**config.mk**
```make
export PLATFORM = sky130hd
export DESIGN_NAME = uart_cmd_deframer
export DESIGN_NICKNAME = d
export VERILOG_FILES = /design/src/rtl/uart_cmd_deframer_pkg.sv /design/src/rtl/uart_gap_timer.sv /design/src/rtl/uart_cmd_deframer.sv
export SDC_FILE = /design/constraint.sdc
export NUM_CORES = 1
export LEC_CHECK = 0
export ABC_AREA = 1
export CORE_MARGIN = 5
export CORE_UTILIZATION = 30
export DETAILED_ROUTE_END_ITERATION = 16
export MAX_ROUTING_LAYER = met4
export SLEW_MARGIN = 0
export SYNTH_ARGS = -nofsm -noshare
export SYNTH_HDL_FRONTEND = slang
export SYNTH_SLANG_ARGS = --single-unit
```
**constraint.sdc**
```tcl
create_clock -name clk -period 4.1 [get_ports clk]
set_input_delay 0.41 -clock clk [delete_from_list [all_inputs] [get_ports clk]]
set_output_delay 0.41 -clock clk [all_outputs]
set_load 0.05 [all_outputs]
```
**src/rtl/uart_cmd_deframer_pkg.sv**
```systemverilog
// Shared definitions for the UART command deframer.
//   - Command opcodes recognised in the byte stream.
//   - Deframer state encoding (3 bits).
//   - Saturating 8-bit increment used by the drop counter.
package uart_cmd_deframer_pkg;

    localparam logic [7:0] CMD_LOAD   = 8'h80;
    localparam logic [7:0] CMD_STATUS = 8'h40;
    localparam logic [7:0] CMD_READY  = 8'h20;
    localparam logic [7:0] CMD_CLEAR  = 8'h10;

    typedef enum logic [2:0] {
        ST_IDLE   = 3'd0,
        ST_GET_HI = 3'd1,
        ST_GET_LO = 3'd2,
        ST_GET_CS = 3'd3,
        ST_PUSH   = 3'd4
    } state_t;

    function automatic logic [7:0] sat_inc8(input logic [7:0] v);
        return (v == 8'hFF) ? v : v + 8'd1;
    endfunction

endpackage

```
**src/rtl/uart_gap_timer.sv**
```systemverilog
// Inter-byte gap timer for the command deframer.
//   clk     : clock
//   rst     : synchronous active-low reset
//   clr     : clear counter to 0 (wins over en)
//   en      : count one per cycle
//   expired : counter has reached TIMEOUT-1
module uart_gap_timer #(
    parameter int TIMEOUT = 100000,
    parameter int TO_W    = 17
) (
    input  logic clk,
    input  logic rst,
    input  logic clr,
    input  logic en,
    output logic expired
);

    logic [TO_W-1:0] cnt;

    assign expired = (cnt == TO_W'(TIMEOUT - 1));

    // Holds at the terminal value so a stalled 'en' can never wrap around.
    always_ff @(posedge clk) begin
        if (!rst)
            cnt <= '0;
        else if (clr)
            cnt <= '0;
        else if (en && !expired)
            cnt <= cnt + TO_W'(1);
    end

endmodule

```
**src/rtl/uart_cmd_deframer.sv**
```systemverilog
// UART command deframer. Decodes the received byte stream into commands:
//   LOAD   (0x80, DH, DL[, CS]) -> one 16-bit FIFO write of {DH,DL}
//   STATUS (0x40) / READY (0x20) -> set sticky flags, CLEAR (0x10) clears both
// Ports:
//   clk, rst            clock, synchronous active-low reset
//   rx_strobe/rx_byte   one-cycle byte-valid strobe and data from the uart
//   recv_error          uart framing error, qualified by rx_strobe
//   fifo_full           downstream FIFO full
//   fifo_wr_en/fifo_din FIFO write port (din = hold register)
//   status_flag         sticky STATUS flag
//   ready_flag          sticky READY flag
//   frame_err           one-cycle pulse on any abort / dropped byte
//   drop_cnt            saturating count of drops
//   busy                state != IDLE
module uart_cmd_deframer
    import uart_cmd_deframer_pkg::*;
#(
    parameter int TIMEOUT  = 100000,
    parameter int TO_W     = 17,
    parameter int USE_CSUM = 1
) (
    input  logic        clk,
    input  logic        rst,
    input  logic        rx_strobe,
    input  logic [7:0]  rx_byte,
    input  logic        recv_error,
    input  logic        fifo_full,
    output logic        fifo_wr_en,
    output logic [15:0] fifo_din,
    output logic        status_flag,
    output logic        ready_flag,
    output logic        frame_err,
    output logic [7:0]  drop_cnt,
    output logic        busy
);

    state_t      state, next_state;
    logic [15:0] hold;
    logic [7:0]  csum, csum_next;
    logic        err, ld_hi, ld_lo, set_st, set_rd, clr_fl;
    logic        in_frame, to_expired;

    assign in_frame   = (state == ST_GET_HI) || (state == ST_GET_LO) || (state == ST_GET_CS);
    assign fifo_wr_en = (state == ST_PUSH) && !fifo_full;
    assign fifo_din   = hold;
    assign busy       = (state != ST_IDLE);

    // Cleared by every strobe and whenever outside a frame, so entry into
    // GET_HI always starts from zero.
    uart_gap_timer #(
        .TIMEOUT (TIMEOUT),
        .TO_W    (TO_W)
    ) u_gap_timer (
        .clk     (clk),
        .rst     (rst),
        .clr     (rx_strobe || !in_frame),
        .en      (in_frame),
        .expired (to_expired)
    );

    always_comb begin
        next_state = state;
        csum_next  = csum;
        err        = 1'b0;
        ld_hi      = 1'b0;
        ld_lo      = 1'b0;
        set_st     = 1'b0;
        set_rd     = 1'b0;
        clr_fl     = 1'b0;
        case (state)
            ST_IDLE: begin
                // A byte flagged with a framing error is silently ignored here.
                if (rx_strobe && !recv_error) begin
                    case (rx_byte)
                        CMD_LOAD: begin
                            next_state = ST_GET_HI;
                            csum_next  = CMD_LOAD;
                        end
                        CMD_STATUS: set_st = 1'b1;
                        CMD_READY:  set_rd = 1'b1;
                        CMD_CLEAR:  clr_fl = 1'b1;
                        default:    err    = 1'b1;
                    endcase
                end
            end
            ST_GET_HI: begin
                if (rx_strobe) begin
                    if (recv_error) begin
                        err        = 1'b1;
                        next_state = ST_IDLE;
                    end else begin
                        ld_hi      = 1'b1;
                        csum_next  = csum ^ rx_byte;
                        next_state = ST_GET_LO;
                    end
                end else if (to_expired) begin
                    err        = 1'b1;
                    next_state = ST_IDLE;
                end
            end
            ST_GET_LO: begin
                if (rx_strobe) begin
                    if (recv_error) begin
                        err        = 1'b1;
                        next_state = ST_IDLE;
                    end else begin
                        ld_lo      = 1'b1;
                        csum_next  = csum ^ rx_byte;
                        next_state = (USE_CSUM != 0) ? ST_GET_CS : ST_PUSH;
                    end
                end else if (to_expired) begin
                    err        = 1'b1;
                    next_state = ST_IDLE;
                end
            end
            ST_GET_CS: begin
                if (rx_strobe) begin
                    if (recv_error || (rx_byte != csum)) begin
                        err        = 1'b1;
                        next_state = ST_IDLE;
                    end else begin
                        next_state = ST_PUSH;
                    end
                end else if (to_expired) begin
                    err        = 1'b1;
                    next_state = ST_IDLE;
                end
            end
            ST_PUSH: begin
                // No byte buffer while a word is pending: anything arriving is lost.
                if (rx_strobe)
                    err = 1'b1;
                if (!fifo_full)
                    next_state = ST_IDLE;
            end
            default: next_state = ST_IDLE;
        endcase
    end

    always_ff @(posedge clk) begin
        if (!rst) begin
            state       <= ST_IDLE;
            hold        <= '0;
            csum        <= '0;
            status_flag <= 1'b0;
            ready_flag  <= 1'b0;
            frame_err   <= 1'b0;
            drop_cnt    <= '0;
        end else begin
            state     <= next_state;
            csum      <= csum_next;
            frame_err <= err;
            if (ld_hi)
                hold[15:8] <= rx_byte;
            if (ld_lo)
                hold[7:0] <= rx_byte;
            if (err)
                drop_cnt <= sat_inc8(drop_cnt);
            if (clr_fl) begin
                status_flag <= 1'b0;
                ready_flag  <= 1'b0;
            end else begin
                if (set_st)
                    status_flag <= 1'b1;
                if (set_rd)
                    ready_flag <= 1'b1;
            end
        end
    end

endmodule

```
# Word-level counts from Yosys, hierarchy flattened
# Cells that the tools add are included.
dict set report totals {
  out_inout_bits 29
  reg_bits 55
  in_bits 13
}
dict set report op_classes {
  n_eq_ne 16
  bitwise 3
  n_addsub 2
  muxes 38
  reduce_logical 21
}
# cell n
set op_table {}
lappend op_table {{8-bit two-way mux} 4}
lappend op_table {{3-bit two-way mux} 8}
lappend op_table {{1-bit two-way mux} 21}
lappend op_table {{17-bit by 1-bit adder with 17-bit output (second input constant)} 1}
lappend op_table {{17-bit == test (second input constant)} 1}
lappend op_table {{8-bit == test (second input constant)} 2}
lappend op_table {{8-bit case mux with 2 select lines} 1}
lappend op_table {{3-bit case mux with 5 select lines} 1}
lappend op_table {{8-bit by 1-bit adder with 8-bit output (second input constant)} 1}
lappend op_table {{8-bit by 5-bit == test with 1-bit output (second input constant)} 1}
lappend op_table {{8-bit by 6-bit == test with 1-bit output (second input constant)} 1}
lappend op_table {{8-bit by 7-bit == test with 1-bit output (second input constant)} 1}
lappend op_table {{8-bit != test} 1}
lappend op_table {{8-bit XOR} 1}
lappend op_table {{3-bit by 2-bit == test with 1-bit output (second input constant)} 2}
lappend op_table {{2-bit != test (second input constant)} 3}
lappend op_table {{2-bit OR reduction} 3}
lappend op_table {{5-bit AND reduction} 1}
lappend op_table {{1-bit logical NOT} 4}
lappend op_table {{1-bit logical OR} 4}
lappend op_table {{2-bit two-way mux} 2}
lappend op_table {{2-bit by 1-bit != test with 1-bit output (second input constant)} 2}
lappend op_table {{1-bit case mux with 4 select lines} 1}
lappend op_table {{4-bit OR reduction} 1}
lappend op_table {{other kinds (9)} 12}

# Longest topological paths before layout
# Gate-level depths: netlist (run 1).
dict set report depth {
  depth_word 6
  depth_mapped 13
  mapped_depth_nobuf 13
}

# Modules after synthesis
# From an unflattened synthesis (run 1), not the netlist that was laid out.
dict set report hier_totals {
  hier_cells 400
  area_unflattened_um2 2819.0
}
# mod cells_per_inst area_per_inst_um2 n_inst seq_area_each_um2
set modules_own_cells {}
lappend modules_own_cells {uart_cmd_deframer 258 1876.8 1 760.7}
lappend modules_own_cells {uart_gap_timer 142 942.2 1 340.3}

# Worst setup path before layout (run 1)
# Ideal clock, no wire load.
dict set report synth_timing {
  kind {register -> register}
  startpoint {reg drop_cnt[0]}
  endpoint {reg drop_cnt[7]}
  period_less_slack_ps 1936
  stages_incl_launch_ff 10
  path_slack_ps 2164
  t_required_ps 3985
  arrival_ps 1821
  path_cell_list {dfxtp_1 -> ha_1 -> nand4_1 -> nor2_2 -> inv_2 -> nand2_1 -> inv_2 -> and3_1 -> a21oi_2 -> nor2_1}
}
dict set report synth_via {
  elab_chain_len 3
  elab_cells_between_ends 4
  cone_classes {add/sub: 1; eq/ne: 1; bitwise: 1; reduce/logical: 1}
}
# element line_no
set synth_lines {}
lappend synth_lines {{start: declaration} uart_cmd_deframer.sv:33} ;# output logic [7:0] drop_cnt,
lappend synth_lines {{start signal: assignment} uart_cmd_deframer.sv:158} ;# drop_cnt <= sat_inc8(drop_cnt);
lappend synth_lines {{parallel branches: the longest is 3 deep, another holds 8-bit by 1-bit adder with 8-bit output} -}
# Several ways; the timed one is not identified.
# A chain may end at the register's enable or synchronous reset.

# Final worst setup path (run 1)
dict set report layout_timing {
  startpoint {reg state[0]}
  endpoint {out fifo_wr_en}
}
dict set report layout_via {
  elab_chain_len 2
}
# element line_no
set layout_lines {}
lappend layout_lines {{start: declaration} uart_cmd_deframer.sv:37} ;# state_t state, next_state;
lappend layout_lines {{start signal: assignment} uart_cmd_deframer.sv:150} ;# state <= next_state;
lappend layout_lines {{3-bit == test} uart_cmd_deframer.sv:44} ;# assign fifo_wr_en = (state == ST_PUSH) && !fifo_full;
lappend layout_lines {{1-bit logical AND} uart_cmd_deframer.sv:44}
lappend layout_lines {{end: declaration} uart_cmd_deframer.sv:28} ;# output logic fifo_wr_en,
# Every way passes these cells.

==> metrics.txt, run 1 <==
Synth cell types 46; GR Util All Layers 0.127; CP Max Fanout 6; Final Hold Fails 0; cts-stage hold buffer count 0; CP Class register to output pin; Rel. slew slack 0.586; synthesized area 2800 um2; CP required 3.69 ns; sw power 0.307 mW; maxcap violations 0; critical path's slowest cell clkdlybuf4s50_1; Arr. time, crit path 1.92 ns; hold_ws 0.485 ns; Synth warnings 0; worst hold path type register to register; number of synthesized flops with an enable pin 0; CP endpoint kind output pin; Post-Syn Instances 394; Core Area 9150 um2; Final Cycle Share 0.568; Yosys top cell area share 0.393; vias in the first global route 2543; row cnt 35; Mapped Nets 409; largest net degree at the start of global routing 31; hold path depth 2; maximum buffer depth of the clock tree 2; Reg clk slew, reported paths 0.11 ns; Reg2Reg Setup Slack 1.96 ns; Initial Util 0.306; sw frac 0.281; Cell Chain, Critical Path nor2_4 -> nand2_1 -> nor2_1 -> clkdlybuf4s50_1; via count 2614; DP Wirelength 5040 um; Final min period 2.33 ns; die height 107 um; Avg WL per Cell 12.4 um; top_reg_cell synth dfxtp_1; TritonCTS Buffers 5; IO Port Bufs 41; Post CTS Setup Buffer Count 0; synthesized area per cell 7.11 um2; htree depth 2; grt total ovfl 0; internal power 0.785 mW; Yosys reg bits 55; I/O pin cnt 42; max-slew violation count 0; top cells by area, synth dfxtp_1 39%, nand2_1 12%, a21oi_1 6.8%, nor2_1 6.3%, inv_1 4.0%; measured slew at the worst slew-check pin 0.619 ns; CTS root buffer clkbuf_8; register area 1100 um2; DR vias/cell 4.78; Synth async-reset ratio 0; ANT nets after route 0; Post-Route WL 6780 um; die width 107 um; first-pass GRT wire length 11700 um; Final Setup Violations 0; Lkg Pwr 1.28 nW; Final nets 450; DRC viols 0; Reg power frac 0.510; CP Launch Type register; drt first pass iters 4; clock sinks 55; initial antenna violation count 0; Setup Skew 0.00666 ns; fill count 957; setup tns final 0 ns; largest stage delay on the critical path 0.80 ns; insertion delay to the later sink of the worst-skew pair 0.31 ns; # diodes 0; Detailed Route Iter0 Violations 130; area taken by multi-input logic gates 1500 um2; status finished, final reports clean; share of cells above drive strength 1 0.101; power share of the clock group 0.343; fin util 0.374; Max VDD drop 161 uV; Comb pwr share 0.147; power per cell area 319 nW/um2; Seq/Total Area, Yosys 0.393; RePlAce Congestion 0.851; area leader, netlist dfxtp_1; Total Die Area 11400 um2; area delta synth->final 22.3%; CTS tree built; RSZ-0062 raised after global routing no; Worst Reg-to-Reg Cells 11; FMAX 0.429 GHz; post-CTS sizing 0
synthesized netlist by cell type, types with 2 or more instances:
library cell / number
nand2_1: 88
ha_1: 2
nand3_2: 2
o21bai_1: 4
nor2_4: 5
nand2_2: 3
inv_2: 10
nand3_1: 22
nor3_1: 4
a21oi_1: 38
clkbuf_1: 4
o21ai_1: 2
o21ai_0: 19
xnor2_1: 2
xor2_1: 5
o21a_1: 2
nand3b_1: 2
inv_1: 30
nor2_1: 47
a21oi_2: 4
buf_2: 2
a31oi_1: 3
nand4_1: 9
dfxtp_1: 55
nor2_2: 5
and2_1: 2
nor3b_1: 4
layer usage:
metal,wire (um),global-route usage,up-vias
met1,3260,0.170,1149
met2,2950,0.189,76
met3,434,0.0319,15
met4,132,0.0374,0
met5,0,-,-
li1,-,-,1374
worst paths after layout:
path / startpoint / end
worst max-delay path: state[0] / fifo_wr_en
worst min-delay path: csum[7] / csum[7]
worst max register to register: u_gap_timer.cnt[0] / u_gap_timer.cnt[7]
worst min register to register: csum[7] / csum[7]
metrics by stage:
| step | setup WS (ns) | cell area (um2) | cells | power [mW] |
|---|---|---|---|---|
| after floorplan | 2.16 | 2800 | 394 | 0.683 |
| after global placement | 1.87 | 3310 | 539 | 0.728 |
| after detailed placement | 1.84 | 3310 | 539 | 0.730 |
| after CTS | 1.74 | 3420 | 547 | 1.11 |
| after global routing | 1.65 | 3420 | 547 | 1.15 |
| final | 1.77 | 3420 | 547 | 1.09 |
power groups by stage:
| stage | combinational, mW | clock [mW] | sequential, mW |
|---|---|---|---|
| global route | 0.176 | 0.415 | 0.559 |
| detailed placement | 0.161 | 0 | 0.569 |
| finish | 0.160 | 0.375 | 0.556 |
| CTS | 0.161 | 0.388 | 0.557 |
| floorplan | 0.0946 | 0 | 0.589 |
| global placement | 0.160 | 0 | 0.569 |
layout make-up:
cell class	instances	area share
clock inverter	3	0.0135
timing repair buffer	42	0.122
multi-input combinational	290	0.437
clock buffer	5	0.0201
tap	111	0.0406
sequential	55	0.322
inverter	41	0.0450
flip-flops by register name, indices dropped and copies added (netlist names):
| name | flops |
|---|---|
| csum | 8 |
| drop_cnt | 8 |
| fifo_din | 16 |
| frame_err | 1 |
| ready_flag | 1 |
| state | 3 |
| status_flag | 1 |
| u_gap_timer.cnt | 17 |
cell families (layout without fill, tap and decap cells):
group                    after synthesis  after routing  synth area share
AND/OR/NAND/NOR                      202            202             0.342
AO/OA/AOI/OAI                         79             79             0.161
flip-flops                            55             55             0.393
buffers and inverters                 49             91            0.0724
XOR/XNOR                               7              7            0.0219
adder cells (fa/ha/maj)                2              2           0.00894
critical path: cells and delay by family (launching register included):
family | cells | cell delay (ns)
flip-flops | 1 | 0.39
buffers and inverters | 1 | 0.80
AND/OR/NAND/NOR | 3 | 0.42
layout by cell type (no fill, tap or decap), types with 2 or more instances in the layout:
cell type	Yosys	routed
nand3_1	22	22
xnor2_1	2	2
a31oi_1	3	3
nor3b_1	4	4
ha_1	2	2
clkbuf_8	0	5
nor2_2	5	5
a21oi_2	4	4
clkdlybuf4s50_1	0	41
o21a_1	2	2
a21oi_1	38	38
xor2_1	5	5
nand4_1	9	9
inv_1	30	30
nand3_2	2	2
o21ai_1	2	2
nand2_1	88	88
nor2_4	5	5
dfxtp_1	55	55
nor2_1	47	47
o21ai_0	19	19
nand3b_1	2	2
and2_1	2	2
nand2_2	3	3
nor3_1	4	4
inv_2	10	10
o21bai_1	4	4
Note: power is estimated with default switching activity, not from simulation.
==> inputs of run 2 (changes only) <==
==> constraint.sdc (replaced) <==
create_clock -name clk -period 2.2 [get_ports clk]
set_input_delay 0.22 -clock clk [delete_from_list [all_inputs] [get_ports clk]]
set_output_delay 0.22 -clock clk [all_outputs]
set_load 0.05 [all_outputs]
==> metrics.txt, run 2 (synthesis gave the netlist of run 1 again) <==
row cnt 35 (unchanged); maximum buffer depth of the clock tree 2 (unchanged); die width 107 um (unchanged); max-slew violation count 0 (unchanged); Detailed Route Iter0 Violations 91 (-30%); DR vias/cell 4.78 (about the same); TritonCTS Buffers 5 (unchanged); share of cells above drive strength 1 0.109 (+0.00842); vias in the first global route 2605 (+2.4%); CP Launch Type register; power per cell area 569 nW/um2 (+78%); Post CTS Setup Buffer Count 0 (unchanged); Final Setup Violations 0 (unchanged); die height 107 um (unchanged); Biggest register u_gap_timer.cnt; first-pass GRT wire length 11800 um (+1.5%); Max VDD drop 262 uV (+63%); Arr. time, crit path 1.87 ns (-0.05 ns); Reg2Reg Setup Slack 0.30 ns (-1.66 ns); most common cell after layout, fill and taps aside nand2_1; RSZ-0062 raised after global routing no; Reg clk slew, reported paths 0.12 ns (about the same); DP Wirelength 5170 um (+2.6%); Final Hold Fails 0 (unchanged); cts-stage hold buffer count 0 (unchanged); CTS root buffer clkbuf_8; htree depth 2 (unchanged); Rel. slew slack 0.651 (+0.0649); # diodes 0 (unchanged); status finished, final reports clean; CTS tree built; commonest cells after routing, fill and taps aside 88 x nand2_1, 55 x dfxtp_1, 47 x nor2_1; GR Util All Layers 0.129 (+0.00212); DRC viols 0 (unchanged); largest net degree at the start of global routing 20 (-35%); CP Class register to output pin; CP required 1.98 ns (-1.71 ns); Core Area 9150 um2 (unchanged); worst hold path type register to register; Initial Util 0.306 (unchanged); area delta synth->final 22.3% (about the same); RePlAce Congestion 0.852 (+0.21%); CP Max Fanout 6 (unchanged); insertion delay to the later sink of the worst-skew pair 0.32 ns (about the same); fin util 0.374 (about the same); CP endpoint kind output pin; Setup Skew 0.0165 ns (+0.00983 ns); post-CTS sizing 0 (unchanged); Post-Route WL 6900 um (+1.8%); initial antenna violation count 0 (unchanged); fill count 957 (unchanged); FMAX 0.479 GHz; I/O pin cnt 42 (unchanged); Final Cycle Share 0.949; maxcap violations 0 (unchanged); setup tns final 0 ns (unchanged); max FFs per register 17 (unchanged); Final nets 453 (+0.67%); Lkg Pwr 1.29 nW (+0.52%); IO Port Bufs 41 (unchanged); Avg WL per Cell 12.5 um (+1.2%); clock sinks 55 (unchanged); measured slew at the worst slew-check pin 0.522 ns (-0.0972 ns); grt total ovfl 0 (unchanged); drt first pass iters 4 (unchanged); via count 2630 (+0.61%); ANT nets after route 0 (unchanged); Final min period 2.09 ns; Total Die Area 11400 um2 (unchanged); PnR Total Power 1.95 mW (+79%)
-- run 2: cell types whose count changed in the layout (fill, tap and decap cells not counted), sizes merged --
cell / previous run / this run
clkdlybuf4s50: 41 / 40
bufinv: 1 / 0
buf: 1 / 5
clkinv: 1 / 2
-- run 2: layout make-up --
type,instances,area (um2),share of cell area
inverter,41,154,0.0449
sequential,55,1100,0.322
clock buffer,5,68.8,0.0201
clock inverter,3,27.5,0.00804
multi-input combinational,290,1500,0.437
timing repair buffer,45,438,0.128
tap,111,139,0.0406
-- run 2: per-layer routing --
layer,vias to the layer above,wire length [um],track usage
li1,1388,-,-
met1,1178,3370,0.163
met2,55,3110,0.207
met3,9,346,0.0289
met4,0,74,0.0384
met5,-,0,-
-- run 2: critical path: stages (launching register included) --
cell and delay, ns:
dfxtp_1 0.49, inv_2 0.12, nand2_4 0.13, clkdlybuf4s50_1 0.81
-- run 2: per-stage QoR --
stage	hold slack (ns)	cell area (um2)	setup slack, ns	std cells
3_3_place_gp	0.465	3330	0.205	542
2_1_floorplan	0.359	2800	0.264	394
3_5_place_dp	0.471	3330	0.153	542
5_1_grt	0.513	3420	0.0469	550
6_report	0.485	3420	0.112	550
4_1_cts	0.489	3420	0.114	550
-- run 2: power by group --
group | switching (mW) | internal [mW] | leakage [nW]
sequential | 0.0222 | 1.01 | 0.444
combinational | 0.200 | 0.107 | 0.796
clock | 0.371 | 0.235 | 0.0463
-- run 2: path summary, 6_finish.rpt --
| check | depth (start not counted) | start | to |
|---|---|---|---|
| worst min-delay path | 2 | csum[4] | csum[4] |
| worst max register to register | 11 | u_gap_timer.cnt[0] | u_gap_timer.cnt[12] |
| worst max-delay path | 3 | state[2] | busy |
| worst min register to register | 2 | csum[4] | csum[4] |
